===== src/rtl/mem_copy_ctrl_pkg.sv =====
// Shared definitions for the mem_copy_ctrl block: FSM state encoding,
// word stride and the byte-alignment check used on command addresses.
package mem_copy_ctrl_pkg;

   typedef enum logic [2:0] {
      IDLE  = 3'd0,
      READ  = 3'd1,
      WRITE = 3'd2,
      FIN   = 3'd3,
      ERR   = 3'd4
   } state_t;

   localparam int unsigned DEF_STRIDE = 4;
   localparam logic [1:0]  ALIGN_MASK = 2'b11;

   function automatic logic is_aligned(input logic [1:0] lsb);
      return (lsb & ALIGN_MASK) == 2'b00;
   endfunction

endpackage


===== src/rtl/mem_copy_ctrl_if.sv =====
// Command and mem-side signals of the copy engine; master is the engine,
// slave is the command issuer plus the memory it drives.
interface mem_copy_ctrl_if #(
   parameter int unsigned DATA_W = 32,
   parameter int unsigned ADDR_W = 32,
   parameter int unsigned CNT_W  = 16
);
   logic              start;
   logic [ADDR_W-1:0] srcAddr;
   logic [ADDR_W-1:0] dstAddr;
   logic [CNT_W-1:0]  count;
   logic              busy;
   logic              done;
   logic              error;
   logic [ADDR_W-1:0] address;
   logic [DATA_W-1:0] memIn;
   logic              read;
   logic              write;
   logic [DATA_W-1:0] memOut;

   modport master (
      input  start, srcAddr, dstAddr, count, memOut,
      output busy, done, error, address, memIn, read, write
   );

   modport slave (
      output start, srcAddr, dstAddr, count, memOut,
      input  busy, done, error, address, memIn, read, write
   );
endinterface


===== src/rtl/mem_copy_ctrl_addr_gen.sv =====
// Source/destination address and remaining-word counter bank for the copy
// engine: loaded on command accept, stepped once per written word.
module mem_addr_gen #(
   parameter int unsigned ADDR_W = 32,
   parameter int unsigned CNT_W  = 16,
   parameter int unsigned STRIDE = 4
) (
   input  logic              i_clk,
   input  logic              i_reset,
   input  logic              i_load,
   input  logic              i_step,
   input  logic [ADDR_W-1:0] i_src,
   input  logic [ADDR_W-1:0] i_dst,
   input  logic [CNT_W-1:0]  i_count,
   output logic [ADDR_W-1:0] o_src_nxt,
   output logic [ADDR_W-1:0] o_dst,
   output logic              o_last
);
   localparam logic [ADDR_W-1:0] STEP = ADDR_W'(STRIDE);

   logic [ADDR_W-1:0] r_src;
   logic [ADDR_W-1:0] r_dst;
   logic [CNT_W-1:0]  r_rem;
   logic [ADDR_W-1:0] w_src_nxt;
   logic [ADDR_W-1:0] w_dst_nxt;

   // Increments wrap modulo 2^ADDR_W by construction.
   assign w_src_nxt = r_src + STEP;
   assign w_dst_nxt = r_dst + STEP;

   always_ff @(posedge i_clk) begin
      if (i_reset) begin
         r_src <= '0;
         r_dst <= '0;
         r_rem <= '0;
      end else if (i_load) begin
         r_src <= i_src;
         r_dst <= i_dst;
         r_rem <= i_count;
      end else if (i_step) begin
         r_src <= w_src_nxt;
         r_dst <= w_dst_nxt;
         r_rem <= r_rem - CNT_W'(1);
      end
   end

   assign o_src_nxt = w_src_nxt;
   assign o_dst     = r_dst;
   assign o_last    = (r_rem == CNT_W'(1));

endmodule


===== src/rtl/mem_copy_ctrl.sv =====
// Block-copy engine driving one mem instance: alternates a one-cycle READ
// and a one-cycle WRITE per word, with done/error pulses on completion.
module mem_copy_ctrl
   import mem_copy_ctrl_pkg::*;
#(
   parameter int unsigned DATA_W = 32,
   parameter int unsigned ADDR_W = 32,
   parameter int unsigned CNT_W  = 16,
   parameter int unsigned STRIDE = DEF_STRIDE
) (
   input  logic             clk,
   input  logic             reset,
   mem_copy_ctrl_if.master  bus
);
   state_t            r_state;
   logic              r_busy;
   logic              r_done;
   logic              r_error;
   logic              r_read;
   logic              r_write;
   logic [ADDR_W-1:0] r_address;
   logic [DATA_W-1:0] r_memIn;

   logic              w_aligned;
   logic              w_zero;
   logic              w_load;
   logic              w_step;
   logic [ADDR_W-1:0] w_src_nxt;
   logic [ADDR_W-1:0] w_dst;
   logic              w_last;

   assign w_aligned = is_aligned(bus.srcAddr[1:0]) && is_aligned(bus.dstAddr[1:0]);
   assign w_zero    = (bus.count == '0);
   assign w_load    = (r_state == IDLE) && bus.start && w_aligned && !w_zero;
   assign w_step    = (r_state == WRITE);

   mem_addr_gen #(
      .ADDR_W (ADDR_W),
      .CNT_W  (CNT_W),
      .STRIDE (STRIDE)
   ) u_addr_gen (
      .i_clk     (clk),
      .i_reset   (reset),
      .i_load    (w_load),
      .i_step    (w_step),
      .i_src     (bus.srcAddr),
      .i_dst     (bus.dstAddr),
      .i_count   (bus.count),
      .o_src_nxt (w_src_nxt),
      .o_dst     (w_dst),
      .o_last    (w_last)
   );

   // Outputs are registered one state ahead: each transition sets the pins
   // the destination state must present in its own cycle.
   always_ff @(posedge clk) begin
      if (reset) begin
         r_state   <= IDLE;
         r_busy    <= 1'b0;
         r_done    <= 1'b0;
         r_error   <= 1'b0;
         r_read    <= 1'b0;
         r_write   <= 1'b0;
         r_address <= '0;
         r_memIn   <= '0;
      end else begin
         r_done  <= 1'b0;
         r_error <= 1'b0;
         case (r_state)
            IDLE: begin
               if (bus.start) begin
                  if (!w_aligned) begin
                     r_state <= ERR;
                     r_error <= 1'b1;
                  end else if (w_zero) begin
                     r_state <= FIN;
                     r_done  <= 1'b1;
                  end else begin
                     r_state   <= READ;
                     r_busy    <= 1'b1;
                     r_read    <= 1'b1;
                     r_address <= bus.srcAddr;
                  end
               end
            end
            READ: begin
               r_state   <= WRITE;
               r_memIn   <= bus.memOut;
               r_read    <= 1'b0;
               r_write   <= 1'b1;
               r_address <= w_dst;
            end
            WRITE: begin
               r_write <= 1'b0;
               if (w_last) begin
                  r_state <= FIN;
                  r_busy  <= 1'b0;
                  r_done  <= 1'b1;
               end else begin
                  r_state   <= READ;
                  r_read    <= 1'b1;
                  r_address <= w_src_nxt;
               end
            end
            FIN:     r_state <= IDLE;
            ERR:     r_state <= IDLE;
            default: r_state <= IDLE;
         endcase
      end
   end

   assign bus.busy    = r_busy;
   assign bus.done    = r_done;
   assign bus.error   = r_error;
   assign bus.read    = r_read;
   assign bus.write   = r_write;
   assign bus.address = r_address;
   assign bus.memIn   = r_memIn;

endmodule


===== src/flat_wrapper.sv =====
// flat-port wrapper written by rule: the top's interface ports become plain ports
module mem_copy_ctrl_flat import mem_copy_ctrl_pkg::*;
#(
   parameter int unsigned DATA_W = 32,
   parameter int unsigned ADDR_W = 32,
   parameter int unsigned CNT_W  = 16,
   parameter int unsigned STRIDE = DEF_STRIDE
)
  (clk, reset, bus_start, bus_srcAddr, bus_dstAddr, bus_count, bus_memOut, bus_busy, bus_done, bus_error, bus_address, bus_memIn, bus_read, bus_write);
  mem_copy_ctrl_if #(.DATA_W(DATA_W), .ADDR_W(ADDR_W), .CNT_W(CNT_W)) bus_i ();
  input  logic clk;
  input  logic reset;
  input wire logic [$bits(bus_i.start)-1:0] bus_start;
  input wire logic [$bits(bus_i.srcAddr)-1:0] bus_srcAddr;
  input wire logic [$bits(bus_i.dstAddr)-1:0] bus_dstAddr;
  input wire logic [$bits(bus_i.count)-1:0] bus_count;
  input wire logic [$bits(bus_i.memOut)-1:0] bus_memOut;
  output wire logic [$bits(bus_i.busy)-1:0] bus_busy;
  output wire logic [$bits(bus_i.done)-1:0] bus_done;
  output wire logic [$bits(bus_i.error)-1:0] bus_error;
  output wire logic [$bits(bus_i.address)-1:0] bus_address;
  output wire logic [$bits(bus_i.memIn)-1:0] bus_memIn;
  output wire logic [$bits(bus_i.read)-1:0] bus_read;
  output wire logic [$bits(bus_i.write)-1:0] bus_write;
  assign bus_i.start = bus_start;
  assign bus_i.srcAddr = bus_srcAddr;
  assign bus_i.dstAddr = bus_dstAddr;
  assign bus_i.count = bus_count;
  assign bus_i.memOut = bus_memOut;
  assign bus_busy = bus_i.busy;
  assign bus_done = bus_i.done;
  assign bus_error = bus_i.error;
  assign bus_address = bus_i.address;
  assign bus_memIn = bus_i.memIn;
  assign bus_read = bus_i.read;
  assign bus_write = bus_i.write;
  mem_copy_ctrl #(.DATA_W(DATA_W), .ADDR_W(ADDR_W), .CNT_W(CNT_W), .STRIDE(STRIDE)) u_core (.clk(clk), .reset(reset), .bus(bus_i));
endmodule

===== config.mk =====
export PLATFORM = sky130hd
export DESIGN_NAME = mem_copy_ctrl_flat
export DESIGN_NICKNAME = d
export VERILOG_FILES = /design/src/rtl/mem_copy_ctrl_pkg.sv /design/src/rtl/mem_copy_ctrl_if.sv /design/src/rtl/mem_copy_ctrl_addr_gen.sv /design/src/rtl/mem_copy_ctrl.sv /design/src/flat_wrapper.sv
export SDC_FILE = /design/constraint.sdc
export NUM_CORES = 1
export LEC_CHECK = 0
export CORE_ASPECT_RATIO = 2
export CORE_MARGIN = 10
export CORE_UTILIZATION = 45
export CTS_BUF_LIST = sky130_fd_sc_hd__clkbuf_16
export DETAILED_ROUTE_END_ITERATION = 10
export PLACE_DENSITY = 0.82
export SLEW_MARGIN = 5
export SYNTH_ARGS = -nofsm -noshare
export SYNTH_HDL_FRONTEND = slang
export SYNTH_SLANG_ARGS = --single-unit

===== constraint.sdc =====
create_clock -name clk -period 6.3 [get_ports clk]
set_input_delay 1.89 -clock clk [delete_from_list [all_inputs] [get_ports clk]]
set_output_delay 1.89 -clock clk [all_outputs]
set_load 0.01 [all_outputs]

==> results.py <==
metrics = {
    "run_status": {
        "status": "complete, no violations",
    },
    "worst_setup_path": {
        "cp.buffers_inverters": 2,
        "max_stage_delay_ps": 570,
        "crit_fanout": 38,
        "cpMaxStageDelayCell": "nand2_1",
        "cp_top_family": "simple AND/OR/NAND/NOR gates",
        "worst_ep_required_time_ps": 6650,
        "path_cells": "clkdlybuf4s50_1 > nor4_1 > nand4_1 > nand2_1 > buf_4 > o211ai_1 > a31oi_1",
        "r2r_setup_slack_ps": 3420,
        "end_kind": "register",
        "setup.worst_path.start_class": "input port",
        "path_class": "in -> reg",
        "arrival_ps": 4630,
    },
    "route": {
        "first_pass_iters": 5,
        "viasPerCell": 6.33,
        "drt-total-wl_um": 28100,
        "vias": 8661,
        "drt-initial-drc-count": 689,
        "remaining_drc_errors": 0,
        "wl_per_cell_um": 20.5,
        "antenna_left": 0,
    },
    "timing": {
        "maxSlewViolCount": 0,
        "setup_viol_count_final": 0,
        "final-hold-violation-count": 0,
        "period_share_pct": 68.0,
        "max_freq_mhz": 234,
        "worst_slew_pin_slew_ps": 1030,
        "final.setup_skew_ps": 10.1,
        "slew_headroom_pct": 30.6,
        "rsz0062_at_grt": "no",
        "min_period_ps": 4280,
        "tns_ps": 0,
    },
    "yosys": {
        "synth_seq_cells": 152,
        "avgSynthCellArea_um2": 7.79,
        "synth_top_area_share_pct": 38.5,
        "synth_warnings": 0,
        "synth_cells": 1014,
        "ys_seq_area_share_pct": 38.5,
        "synth_edf_count": 0,
        "synth_largest_area_cell": "dfxtp_1",
        "synth_cell_type_count": 58,
        "synthTopCellsByCount": "dfxtp_1, nand2_1, a21oi_1",
        "synth-main-ff-cell": "dfxtp_1",
        "syn-num-nets": 1133,
        "syn_area_um2": 7900,
        "ys_top_cells_by_area": "dfxtp_1, a21oi_1, nand2_1, a22oi_1, nor2_1",
        "yosysMostFrequentCell": "dfxtp_1",
        "synthArstFlopShare_pct": 0,
    },
    "cells_and_area": {
        "area_delta_synth_final_pct": 31.1,
        "final_util_pct": 60.0,
        "diodes": 0,
        "fill_cells": 1552,
        "regArea_um2": 3040,
        "drive_gt1_share_pct": 6.39,
        "multi_input_comb_area_um2": 4470,
        "final_nets": 1264,
        "final_area_um2": 10400,
    },
    "hold_path": {
        "hp-class": "reg -> reg",
    },
    "die": {
        "die-area_um2": 23600,
        "die_w_um": 114,
        "start_util_pct": 45.7,
        "core-area_um2": 17300,
        "io_pins": 184,
        "die_h_um": 207,
        "rows": 68,
    },
    "run": {
        "maxCapViolCount": 0,
    },
    "cts": {
        "cts_hold_buf": 0,
        "insertion_delay_ps": 440,
        "clk_pin_slew_ps": 60,
        "htreeDepth": 4,
        "cts_tree": "done",
        "cts_buffers": 17,
        "clock-sinks": 152,
        "clockBufferDepth": 2,
        "cts_resized": 0,
        "root_buffer": "clkbuf_16",
        "cts_setup_buffers": 0,
    },
    "pwr": {
        "p_leak_nw": 3.32,
        "p_per_area_nw_per_um2": 218,
        "peakVddDrop_mv": 0.245,
    },
    "global_routing": {
        "grt_max_degree": 76,
        "grt_pass1_wl_um": 44400,
        "overflow": 0,
        "antenna_found_initial": 0,
        "grt_pass1_vias": 8504,
        "gr-usage-all-layers_pct": 23.1,
    },
    "place": {
        "routabilityCongestion": 0.922,
        "port_buffers": 183,
        "dp_hpwl_um": 19900,
        "postPlaceCellArea_um2": 9770,
    },
}
==> placed cells by master, fill, tap and decap left out, types with 13 or more instances in the layout <==
master           count
a211oi_1            16
a21oi_1            130
a22oi_1             35
a311oi_1            13
a31oi_1             37
buf_4               17
clkbuf_16           17
clkdlybuf4s50_1    182
dfxtp_1            152
nand2_1            142
nand3_1             46
nand4_1             22
nor2_1              64
nor3_1              24
nor4_1              29
o211ai_1            13
o21ai_0             35
or3_1               15
==> area by class of cell <==
class                   instances  share of cell area (%)
well taps                     210                    2.54
clock buffers                  17                    4.11
clock inverters                15                    1.59
multi-input cells             765                    43.2
repair buffers                199                    18.8
inverters                      10                   0.362
flip-flops and latches        152                    29.4
==> state kept, by name, indices dropped and copies added, names as in the netlist <==
| name | count |
|---|---|
| u_core.bus.address | 32 |
| u_core.bus.busy | 1 |
| u_core.bus.done | 1 |
| u_core.bus.error | 1 |
| u_core.bus.memIn | 32 |
| u_core.bus.read | 1 |
| u_core.bus.write | 1 |
| u_core.r_state | 3 |
| u_core.u_addr_gen.o_dst | 32 |
| u_core.u_addr_gen.r_rem | 16 |
| u_core.u_addr_gen.r_src | 32 |
==> final timing paths <==
| path | cells after the start | startpoint | end |
|---|---|---|---|
| worst max-delay path | 7 | bus_count[1] | u_core.u_addr_gen.o_dst[18]$_SDFFE_PP0P_ |
| worst min-delay path | 2 | u_core.bus.memIn[6]$_SDFFE_PP0N_ | u_core.bus.memIn[6]$_SDFFE_PP0N_ |
| worst max register to register | 5 | u_core.u_addr_gen.r_src[8]$_SDFFE_PP0P_ | u_core.bus.address[19]$_SDFFE_PP0P_ |
| worst min register to register | 2 | u_core.bus.memIn[6]$_SDFFE_PP0N_ | u_core.bus.memIn[6]$_SDFFE_PP0N_ |
==> kinds of logic after synthesis <==
family          share of synthesized area [%]
compound gates                           28.3
xor+xnor                                 2.44
fa+ha+maj                               0.634
buf+inv                                  5.13
flops                                    38.5
mux                                     0.127
simple gates                             24.8
==> per-layer routing <==
| layer | up-vias | global-route usage [%] | wire (um) |
|---|---|---|---|
| li1 | 4051 | - | - |
| met1 | 4055 | 23.5 | 9560 |
| met2 | 443 | 39.4 | 14300 |
| met3 | 112 | 6.92 | 2470 |
| met4 | 0 | 15.0 | 1760 |
| met5 | - | 0 | 0 |
==> stage by stage <==
stage / hold WS [ps] / instances / worst slack (ps) / total power [mW]
2_1_floorplan: 457 / 1014 / 2690 / 1.11
3_3_place_gp: 440 / 1336 / 1690 / 1.24
3_5_place_dp: 446 / 1336 / 1570 / 1.25
4_1_cts: 455 / 1368 / 2030 / 2.27
5_1_grt: 467 / 1368 / 1760 / 2.32
6_report: 452 / 1368 / 2020 / 2.26
==> power breakdown <==
part	internal (mW)	switching, mW
sequential	0.982	0.0200
combinational	0.122	0.102
clock	0.592	0.444
total	1.70	0.566
==> worst register-to-register path, stage by stage (launching register included) <==
cell,delay (ps)
dfxtp_1,500
nand4_1,410
nor4_1,1000
a31oi_1,230
o21ai_0,440
a311oi_2,160
No activity file was read; power rests on OpenSTA's default activity.
